--- src/rtl/riscv_pkg.sv ---
`default_nettype none
// ============================================================================
// Module   : riscv_pkg
// Brief    : RV32I load/store funct3 codes, LSU state encoding, request check.
// Revision : 1.0 - initial release
// ============================================================================
package riscv_pkg;

    localparam logic [2:0] c_F3_LB  = 3'b000;
    localparam logic [2:0] c_F3_LH  = 3'b001;
    localparam logic [2:0] c_F3_LW  = 3'b010;
    localparam logic [2:0] c_F3_LBU = 3'b100;
    localparam logic [2:0] c_F3_LHU = 3'b101;

    localparam logic [2:0] c_F3_SB  = 3'b000;
    localparam logic [2:0] c_F3_SH  = 3'b001;
    localparam logic [2:0] c_F3_SW  = 3'b010;

    typedef enum logic [1:0] {
        ST_IDLE   = 2'd0,
        ST_ACCESS = 2'd1,
        ST_RESP   = 2'd2
    } lsu_state_t;

    // funct3[1:0] encodes the access size for every legal load and store.
    function automatic logic access_error(input logic       write,
                                          input logic [2:0] funct3,
                                          input logic [1:0] addr_lo);
        logic illegal;
        logic misaligned;
        if (write)
            illegal = !(funct3 inside {c_F3_SB, c_F3_SH, c_F3_SW});
        else
            illegal = funct3 inside {3'b011, 3'b110, 3'b111};
        case (funct3[1:0])
            2'b01:   misaligned = addr_lo[0];
            2'b10:   misaligned = (addr_lo != 2'b00);
            default: misaligned = 1'b0;
        endcase
        return illegal | misaligned;
    endfunction

endpackage
`default_nettype wire

--- src/rtl/mem_access_unit_if.sv ---
`default_nettype none
// ============================================================================
// Module   : mem_access_unit_if
// Brief    : Controller request/response and memory bus signals of the LSU.
// Revision : 1.0 - initial release
// ============================================================================
interface mem_access_unit_if;

    logic        req_valid;
    logic        req_ready;
    logic        req_write;
    logic [31:0] req_addr;
    logic [2:0]  req_funct3;
    logic [31:0] req_wdata;

    logic        resp_valid;
    logic [31:0] resp_rdata;
    logic        resp_err;

    logic        mem_req;
    logic        mem_we;
    logic [31:0] mem_addr;
    logic [31:0] mem_wdata;
    logic [3:0]  mem_wstrb;
    logic        mem_ack;
    logic [31:0] mem_rdata;

    // master: the controller plus memory environment around the unit
    modport master (
        output req_valid, req_write, req_addr, req_funct3, req_wdata,
        output mem_ack, mem_rdata,
        input  req_ready, resp_valid, resp_rdata, resp_err,
        input  mem_req, mem_we, mem_addr, mem_wdata, mem_wstrb
    );

    modport slave (
        input  req_valid, req_write, req_addr, req_funct3, req_wdata,
        input  mem_ack, mem_rdata,
        output req_ready, resp_valid, resp_rdata, resp_err,
        output mem_req, mem_we, mem_addr, mem_wdata, mem_wstrb
    );

endinterface
`default_nettype wire

--- src/rtl/lsu_align.sv ---
`default_nettype none
// ============================================================================
// Module   : lsu_align
// Brief    : Combinational store lane replication/strobes and load extension.
// Revision : 1.0 - initial release
// ============================================================================
module lsu_align
    import riscv_pkg::*;
(
    input  wire logic [2:0]  i_st_funct3,
    input  wire logic [1:0]  i_st_addr_lo,
    input  wire logic [31:0] i_st_wdata,
    output logic      [31:0] o_st_wdata,
    output logic      [3:0]  o_st_wstrb,
    input  wire logic [2:0]  i_ld_funct3,
    input  wire logic [1:0]  i_ld_addr_lo,
    input  wire logic [31:0] i_ld_word,
    output logic      [31:0] o_ld_result
);

    logic [7:0]  w_byte;
    logic [15:0] w_half;

    always_comb begin
        o_st_wdata = i_st_wdata;
        o_st_wstrb = 4'b1111;
        case (i_st_funct3)
            c_F3_SB: begin
                o_st_wdata = {4{i_st_wdata[7:0]}};
                o_st_wstrb = 4'b0001 << i_st_addr_lo;
            end
            c_F3_SH: begin
                o_st_wdata = {2{i_st_wdata[15:0]}};
                o_st_wstrb = i_st_addr_lo[1] ? 4'b1100 : 4'b0011;
            end
            default: ;
        endcase
    end

    always_comb begin
        case (i_ld_addr_lo)
            2'd0:    w_byte = i_ld_word[7:0];
            2'd1:    w_byte = i_ld_word[15:8];
            2'd2:    w_byte = i_ld_word[23:16];
            default: w_byte = i_ld_word[31:24];
        endcase
        w_half = i_ld_addr_lo[1] ? i_ld_word[31:16] : i_ld_word[15:0];
    end

    always_comb begin
        case (i_ld_funct3)
            c_F3_LB:  o_ld_result = {{24{w_byte[7]}}, w_byte};
            c_F3_LH:  o_ld_result = {{16{w_half[15]}}, w_half};
            c_F3_LBU: o_ld_result = {24'd0, w_byte};
            c_F3_LHU: o_ld_result = {16'd0, w_half};
            default:  o_ld_result = i_ld_word;
        endcase
    end

endmodule
`default_nettype wire

--- src/rtl/mem_access_unit.sv ---
`default_nettype none
// ============================================================================
// Module   : mem_access_unit
// Brief    : RV32I load/store unit: one outstanding word access with timeout.
// Revision : 1.0 - initial release
// ============================================================================
module mem_access_unit
    import riscv_pkg::*;
#(
    parameter int TIMEOUT_CYCLES = 16
) (
    input  wire logic        clk,
    input  wire logic        reset,
    mem_access_unit_if.slave bus
);

    localparam int                c_CNT_W    = (TIMEOUT_CYCLES > 1) ? $clog2(TIMEOUT_CYCLES) : 1;
    localparam logic [c_CNT_W-1:0] c_CNT_LAST = c_CNT_W'(TIMEOUT_CYCLES - 1);

    lsu_state_t         r_state;
    logic [c_CNT_W-1:0] r_cnt;
    logic               r_write;
    logic [2:0]         r_funct3;
    logic [1:0]         r_addr_lo;

    logic               r_req_ready;
    logic               r_resp_valid;
    logic               r_resp_err;
    logic [31:0]        r_resp_rdata;
    logic               r_mem_req;
    logic               r_mem_we;
    logic [31:0]        r_mem_addr;
    logic [31:0]        r_mem_wdata;
    logic [3:0]         r_mem_wstrb;

    logic               w_req_err;
    logic [31:0]        w_st_wdata;
    logic [3:0]         w_st_wstrb;
    logic [31:0]        w_ld_rdata;

    assign w_req_err = access_error(bus.req_write, bus.req_funct3, bus.req_addr[1:0]);

    // Store path works on the incoming request, load path on the latched one.
    lsu_align u_align (
        .i_st_funct3  (bus.req_funct3),
        .i_st_addr_lo (bus.req_addr[1:0]),
        .i_st_wdata   (bus.req_wdata),
        .o_st_wdata   (w_st_wdata),
        .o_st_wstrb   (w_st_wstrb),
        .i_ld_funct3  (r_funct3),
        .i_ld_addr_lo (r_addr_lo),
        .i_ld_word    (bus.mem_rdata),
        .o_ld_result  (w_ld_rdata)
    );

    always_ff @(posedge clk) begin
        if (reset) begin
            r_state      <= ST_IDLE;
            r_cnt        <= '0;
            r_write      <= 1'b0;
            r_funct3     <= '0;
            r_addr_lo    <= '0;
            r_req_ready  <= 1'b1;
            r_resp_valid <= 1'b0;
            r_resp_err   <= 1'b0;
            r_resp_rdata <= '0;
            r_mem_req    <= 1'b0;
            r_mem_we     <= 1'b0;
            r_mem_addr   <= '0;
            r_mem_wdata  <= '0;
            r_mem_wstrb  <= '0;
        end else begin
            r_resp_valid <= 1'b0;
            case (r_state)
                ST_IDLE: begin
                    if (bus.req_valid) begin
                        r_write     <= bus.req_write;
                        r_funct3    <= bus.req_funct3;
                        r_addr_lo   <= bus.req_addr[1:0];
                        r_req_ready <= 1'b0;
                        if (w_req_err) begin
                            r_state      <= ST_RESP;
                            r_resp_valid <= 1'b1;
                            r_resp_err   <= 1'b1;
                            r_resp_rdata <= '0;
                        end else begin
                            r_state     <= ST_ACCESS;
                            r_cnt       <= '0;
                            r_mem_req   <= 1'b1;
                            r_mem_we    <= bus.req_write;
                            r_mem_addr  <= {bus.req_addr[31:2], 2'b00};
                            r_mem_wdata <= bus.req_write ? w_st_wdata : '0;
                            r_mem_wstrb <= bus.req_write ? w_st_wstrb : 4'b0000;
                        end
                    end
                end
                ST_ACCESS: begin
                    // An ack on the final counted cycle still wins over the timeout.
                    if (bus.mem_ack || (r_cnt == c_CNT_LAST)) begin
                        r_state      <= ST_RESP;
                        r_resp_valid <= 1'b1;
                        r_resp_err   <= ~bus.mem_ack;
                        r_resp_rdata <= (bus.mem_ack && !r_write) ? w_ld_rdata : '0;
                        r_mem_req    <= 1'b0;
                        r_mem_we     <= 1'b0;
                        r_mem_addr   <= '0;
                        r_mem_wdata  <= '0;
                        r_mem_wstrb  <= '0;
                    end else begin
                        r_cnt <= r_cnt + 1'b1;
                    end
                end
                ST_RESP: begin
                    r_state     <= ST_IDLE;
                    r_req_ready <= 1'b1;
                    r_resp_err  <= 1'b0;
                end
                default: begin
                    r_state     <= ST_IDLE;
                    r_req_ready <= 1'b1;
                end
            endcase
        end
    end

    assign bus.req_ready  = r_req_ready;
    assign bus.resp_valid = r_resp_valid;
    assign bus.resp_err   = r_resp_err;
    assign bus.resp_rdata = r_resp_rdata;
    assign bus.mem_req    = r_mem_req;
    assign bus.mem_we     = r_mem_we;
    assign bus.mem_addr   = r_mem_addr;
    assign bus.mem_wdata  = r_mem_wdata;
    assign bus.mem_wstrb  = r_mem_wstrb;

endmodule
`default_nettype wire

--- src/flat_wrapper.sv ---
// flat-port wrapper written by rule: the top's interface ports become plain ports
module mem_access_unit_flat import riscv_pkg::*;
#(
    parameter int TIMEOUT_CYCLES = 16
)
  (clk, reset, bus_req_valid, bus_req_write, bus_req_addr, bus_req_funct3, bus_req_wdata, bus_mem_ack, bus_mem_rdata, bus_req_ready, bus_resp_valid, bus_resp_rdata, bus_resp_err, bus_mem_req, bus_mem_we, bus_mem_addr, bus_mem_wdata, bus_mem_wstrb);
  mem_access_unit_if bus_i ();
  input  wire logic clk;
  input  wire logic reset;
  input wire logic [$bits(bus_i.req_valid)-1:0] bus_req_valid;
  input wire logic [$bits(bus_i.req_write)-1:0] bus_req_write;
  input wire logic [$bits(bus_i.req_addr)-1:0] bus_req_addr;
  input wire logic [$bits(bus_i.req_funct3)-1:0] bus_req_funct3;
  input wire logic [$bits(bus_i.req_wdata)-1:0] bus_req_wdata;
  input wire logic [$bits(bus_i.mem_ack)-1:0] bus_mem_ack;
  input wire logic [$bits(bus_i.mem_rdata)-1:0] bus_mem_rdata;
  output wire logic [$bits(bus_i.req_ready)-1:0] bus_req_ready;
  output wire logic [$bits(bus_i.resp_valid)-1:0] bus_resp_valid;
  output wire logic [$bits(bus_i.resp_rdata)-1:0] bus_resp_rdata;
  output wire logic [$bits(bus_i.resp_err)-1:0] bus_resp_err;
  output wire logic [$bits(bus_i.mem_req)-1:0] bus_mem_req;
  output wire logic [$bits(bus_i.mem_we)-1:0] bus_mem_we;
  output wire logic [$bits(bus_i.mem_addr)-1:0] bus_mem_addr;
  output wire logic [$bits(bus_i.mem_wdata)-1:0] bus_mem_wdata;
  output wire logic [$bits(bus_i.mem_wstrb)-1:0] bus_mem_wstrb;
  assign bus_i.req_valid = bus_req_valid;
  assign bus_i.req_write = bus_req_write;
  assign bus_i.req_addr = bus_req_addr;
  assign bus_i.req_funct3 = bus_req_funct3;
  assign bus_i.req_wdata = bus_req_wdata;
  assign bus_i.mem_ack = bus_mem_ack;
  assign bus_i.mem_rdata = bus_mem_rdata;
  assign bus_req_ready = bus_i.req_ready;
  assign bus_resp_valid = bus_i.resp_valid;
  assign bus_resp_rdata = bus_i.resp_rdata;
  assign bus_resp_err = bus_i.resp_err;
  assign bus_mem_req = bus_i.mem_req;
  assign bus_mem_we = bus_i.mem_we;
  assign bus_mem_addr = bus_i.mem_addr;
  assign bus_mem_wdata = bus_i.mem_wdata;
  assign bus_mem_wstrb = bus_i.mem_wstrb;
  mem_access_unit #(.TIMEOUT_CYCLES(TIMEOUT_CYCLES)) u_core (.clk(clk), .reset(reset), .bus(bus_i));
endmodule
--- config.mk ---
export PLATFORM = sky130hd
export DESIGN_NAME = mem_access_unit_flat
export DESIGN_NICKNAME = d
export VERILOG_FILES = /design/src/rtl/riscv_pkg.sv /design/src/rtl/mem_access_unit_if.sv /design/src/rtl/lsu_align.sv /design/src/rtl/mem_access_unit.sv /design/src/flat_wrapper.sv
export SDC_FILE = /design/constraint.sdc
export NUM_CORES = 1
export LEC_CHECK = 0
export ABC_AREA = 1
export BUFFER_PORTS_ARGS = -buffer_cell sky130_fd_sc_hd__buf_4
export CORE_UTILIZATION = 45
export CTS_BUF_LIST = sky130_fd_sc_hd__clkbuf_8
export CTS_CLUSTER_SIZE = 14
export DETAILED_ROUTE_END_ITERATION = 6
export PLACE_DENSITY = 0.76
export SLEW_MARGIN = 20
export SYNTH_ARGS = -nofsm -noshare
export SYNTH_HDL_FRONTEND = slang
export SYNTH_SLANG_ARGS = --single-unit
export TNS_END_PERCENT = 5
--- constraint.sdc ---
create_clock -name clk -period 1.5 [get_ports clk]
set_clock_uncertainty 0.2 [all_clocks]
set_input_delay 0.3 -clock clk [delete_from_list [all_inputs] [get_ports clk]]
set_output_delay 0.3 -clock clk [all_outputs]
set_load 0.1 [all_outputs]
==> impl_metrics.ini <==
[run_status]
outcome = complete, but fails checks
violations = setup timing

[die]
core_area_um2 = 12570
start_util_pct = 45.97
die_y_um = 115.3
num_io_pins = 209
die_area_um2 = 13300
rows = 41
die_w_um = 115.3

[clock_network]
cts_tree = done
numCtsBuffers = 17
htree_levels = 4
worstSkewPairLatency_ns = 0.45
root_buffer = clkbuf_8
clock-sinks = 115
clockBufferDepth = 2
path_clk_slew_ns = 0.09

[final_layout]
nets = 1222
fin_util_pct = 83.64
design_area_um2 = 10510
register_area_um2 = 2504
n_antenna_cell = 0
multi_input_area_um2 = 3172
drive_above_1_share_pct = 44.58
fillers = 673
syn2layout_area_growth_pct = 81.94

[timing]
hold_viol_final = 0
rsz0062_at_grt = true
setup_slack_ns = -0.2588
setup_viol = 118
period_share_pct = 117.3
setup_tns_ns = -15.81
min_period_ns = 1.759
max_clock_freq_ghz = 0.5686
report.final.slew_viol_count = 0

[critical_path]
reg2reg_slack_ns = -0.26
cp-end-kind = flip-flop
worst-setup-path-type = reg -> reg
r2r_cells = 10
critical-path-top-delay-family = simple AND/OR/NAND/NOR gates
max_stage_delay_ns = 0.34
crit_path_start = u_core.r_cnt[0]$_SDFFE_PP0P_
cpMaxStageDelayCell = dfxtp_2
timing.rr.end = u_core.bus.mem_addr[8]$_SDFFE_PP0P_
r2r_start = u_core.r_cnt[0]$_SDFFE_PP0P_
crit_arrival_ns = 1.93
crit_buf_inv = 2
path_cells = ha_4 -> nand3_4 -> nand2_4 -> nand2_4 -> nand2_8 -> nand2_8 -> buf_4 -> buf_6 -> nand2_1 -> a21oi_1
cp_data_required_time_ns = 1.67
critPathMaxFanout = 6
critPathLaunchType = flip-flop

[placed_design]
portBuffers = 206
placed_cell_area_um2 = 7843
gp_congestion = 0.8716
dp_hpwl_mm = 12.50

[synth]
synth.area.top_cells = dfxtp_1 40%, nand2_1 14%, a21oi_1 10%, nor2_1 7.1%, nand3_1 5.6%
ys_ff_latch = 115
yosysWarnings = 0
syn_area_per_cell_um2 = 6.814
synth.distinct_cells = 32
yosys.area.top_type = dfxtp_1
synth_top_family_by_area = simple AND/OR/NAND/NOR gates
synth_xor_area_share_pct = 0.3032
syn_area_um2 = 5778
synth_top_area_share_pct = 39.84
seq_area_frac_synth_pct = 39.84
synth_compound_area_share_pct = 15.07
synth_simple_gate_area_share_pct = 34.21
syn_inst = 848
synthMuxAreaShare_pct = 0
synthAdderAreaFrac_pct = 1.083

[pwr]
p_clk_share_pct = 32.1
combPwrFrac_pct = 35.3
p_total_mw = 10.39
power.density_nw_per_um2 = 988.6
p_leak_nw = 4.365
seq_power_share_pct = 32.6
switching_share_pct = 36.21
switchingPower_mw = 3.763
power.internal_mw = 6.630
max-vdd-ir-drop_uv = 548.2

[global_routing]
grt_pass1_wl_mm = 34.17
grt_pass1_vias = 6832
overflow = 0
antenna_found_initial = 0
grt_use_total_pct = 33.45
grt_max_degree = 52

[drt]
via_count = 7299
drc = 0
wl_per_cell_um = 18.15
antenna_left = 0
vias_per_cell = 5.623
wirelength_mm = 23.56
drtIter0Drc = 956
first_pass_iters = 6

[hold_path]
hp-start = bus_mem_rdata[14]
holdPathEnd = u_core.bus.resp_rdata[14]$_SDFFE_PP0P_
hp-class = in -> reg
hold_depth = 5

[run]
drv_cap = 0
==> cell usage in the layout, fill, tap and decap left out, types with 2 or more instances in the layout <==
cell type and count:
nand3_1 61, inv_1 38, a21oi_2 40, nand3b_1 7, o21ai_0 24, nor2_2 3, nand2_8 2, nor3_1 6
nand2_4 5, conb_1 2, nand2_2 19, dfxtp_1 8, dlygate4sd3_1 32, clkbuf_16 2, buf_16 2, clkinv_2 5
o211ai_1 2, inv_2 8, nand4_1 29, buf_6 4, nand3_2 4, nand2_1 207, dfxtp_2 80, o21ai_1 2
clkbuf_8 18, bufinv_16 5, nor2_4 2, a21oi_1 91, ha_4 4, nor2_1 109, buf_4 147, dfxtp_4 27
buf_12 118
==> sequential cells by signal, indices dropped and copies added (netlist names), 2 cells and up <==
register / cells
u_core.r_addr_lo: 2
u_core.bus.mem_wdata: 32
u_core.bus.mem_wstrb: 4
u_core.bus.mem_addr: 30
u_core.r_funct3: 3
u_core.bus.resp_rdata: 32
u_core.r_state: 2
u_core.r_cnt: 4
==> per-stage QoR <==
stage / hold slack [ns] / instances / setup WS [ns]
after floorplan: 0.2475 / 849 / -0.08332
after global placement: 0.2507 / 1221 / -0.3373
after global routing: 0.04157 / 1298 / -0.3240
final: 0.02952 / 1298 / -0.2588
after detailed placement: 0.2535 / 1221 / -0.3817
after CTS: 0.008058 / 1290 / -0.1636
==> cells in the mapped netlist <==
library cell  count
nand2_1         215
a21oi_1         116
dfxtp_1         115
nor2_1          110
nand3_1          65
inv_1            39
nand4_1          29
o21ai_0          26
clkbuf_1         24
buf_2            19
a21oi_2          15
nand2_2          15
buf_6            10
nand3b_1          7
buf_4             6
inv_2             6
nor3_1            6
ha_1              5
nand2_4           3
nor2_2            3
buf_1             2
o211ai_1          2
a21o_1            1
buf_8             1
clkinv_1          1
conb_1            1
inv_4             1
nand3_2           1
nor2_4            1
o22ai_1           1
xnor2_1           1
xor2_1            1
==> what timing repair did <==
item / in CTS / in global routing
endpoints found under the setup margin: 207 / 192
setup buffers: 2 / 6
hold buffers: 32 / 0
hold endpoints to repair: 35 / 0
gates resized for setup: 427 / 70
pin swaps: 14 / 21
gates cloned: 3 / 2
==> layer usage <==
metal,wire length (µm),global-route usage (%),part of all wire (%)
met1,8403,36.88,36
met2,11670,56.65,50
met3,1931,8.540,8.2
met4,1559,22.77,6.6
met5,0,0,0
==> layout make-up <==
| type | count | area share, % |
|---|---|---|
| inverter | 47 | 1.869 |
| sequential | 115 | 23.82 |
| tap | 172 | 2.047 |
| timing repair buffer | 307 | 37.90 |
| clock inverter | 14 | 1.845 |
| clock buffer | 18 | 2.357 |
| multi-input combinational | 625 | 30.17 |
==> worst reg2reg max path: stages (launching register included) <==
cell     delay (ns)
dfxtp_2        0.34
ha_4           0.17
nand3_4        0.10
nand2_4        0.06
nand2_4        0.09
nand2_8        0.10
nand2_8        0.12
buf_4          0.12
buf_6          0.10
nand2_1        0.07
a21oi_1        0.21
==> cell families after synthesis <==
family                   Yosys count
buffers and inverters            109
other                              1
XOR/XNOR                           2
AO/OA/AOI/OAI                    161
flip-flops                       115
adder cells (fa/ha/maj)            5
AND/OR/NAND/NOR                  455
==> worst max path at each step <==
stage / cells after the start / endpoint
floorplan: 13 / u_core.bus.mem_addr[28]$_SDFFE_PP0P_
global placement: 10 / u_core.bus.mem_addr[30]$_SDFFE_PP0P_
detailed placement: 10 / u_core.bus.mem_addr[30]$_SDFFE_PP0P_
CTS: 8 / u_core.bus.mem_wdata[1]$_SDFFE_PP0P_
global route: 6 / u_core.bus.mem_addr[22]$_SDFFE_PP0P_
finish: 10 / u_core.bus.mem_addr[8]$_SDFFE_PP0P_
==> power by group through the flow <==
stage	Sequential, mW	Clock [mW]	Combinational, mW
2_1_floorplan	4.28	0	1.12
3_3_place_gp	3.37	0	2.87
3_5_place_dp	3.37	0	2.89
4_1_cts	3.40	3.30	3.41
5_1_grt	3.40	3.50	3.83
6_report	3.39	3.33	3.67
Note: power is estimated with default switching activity, not from simulation.
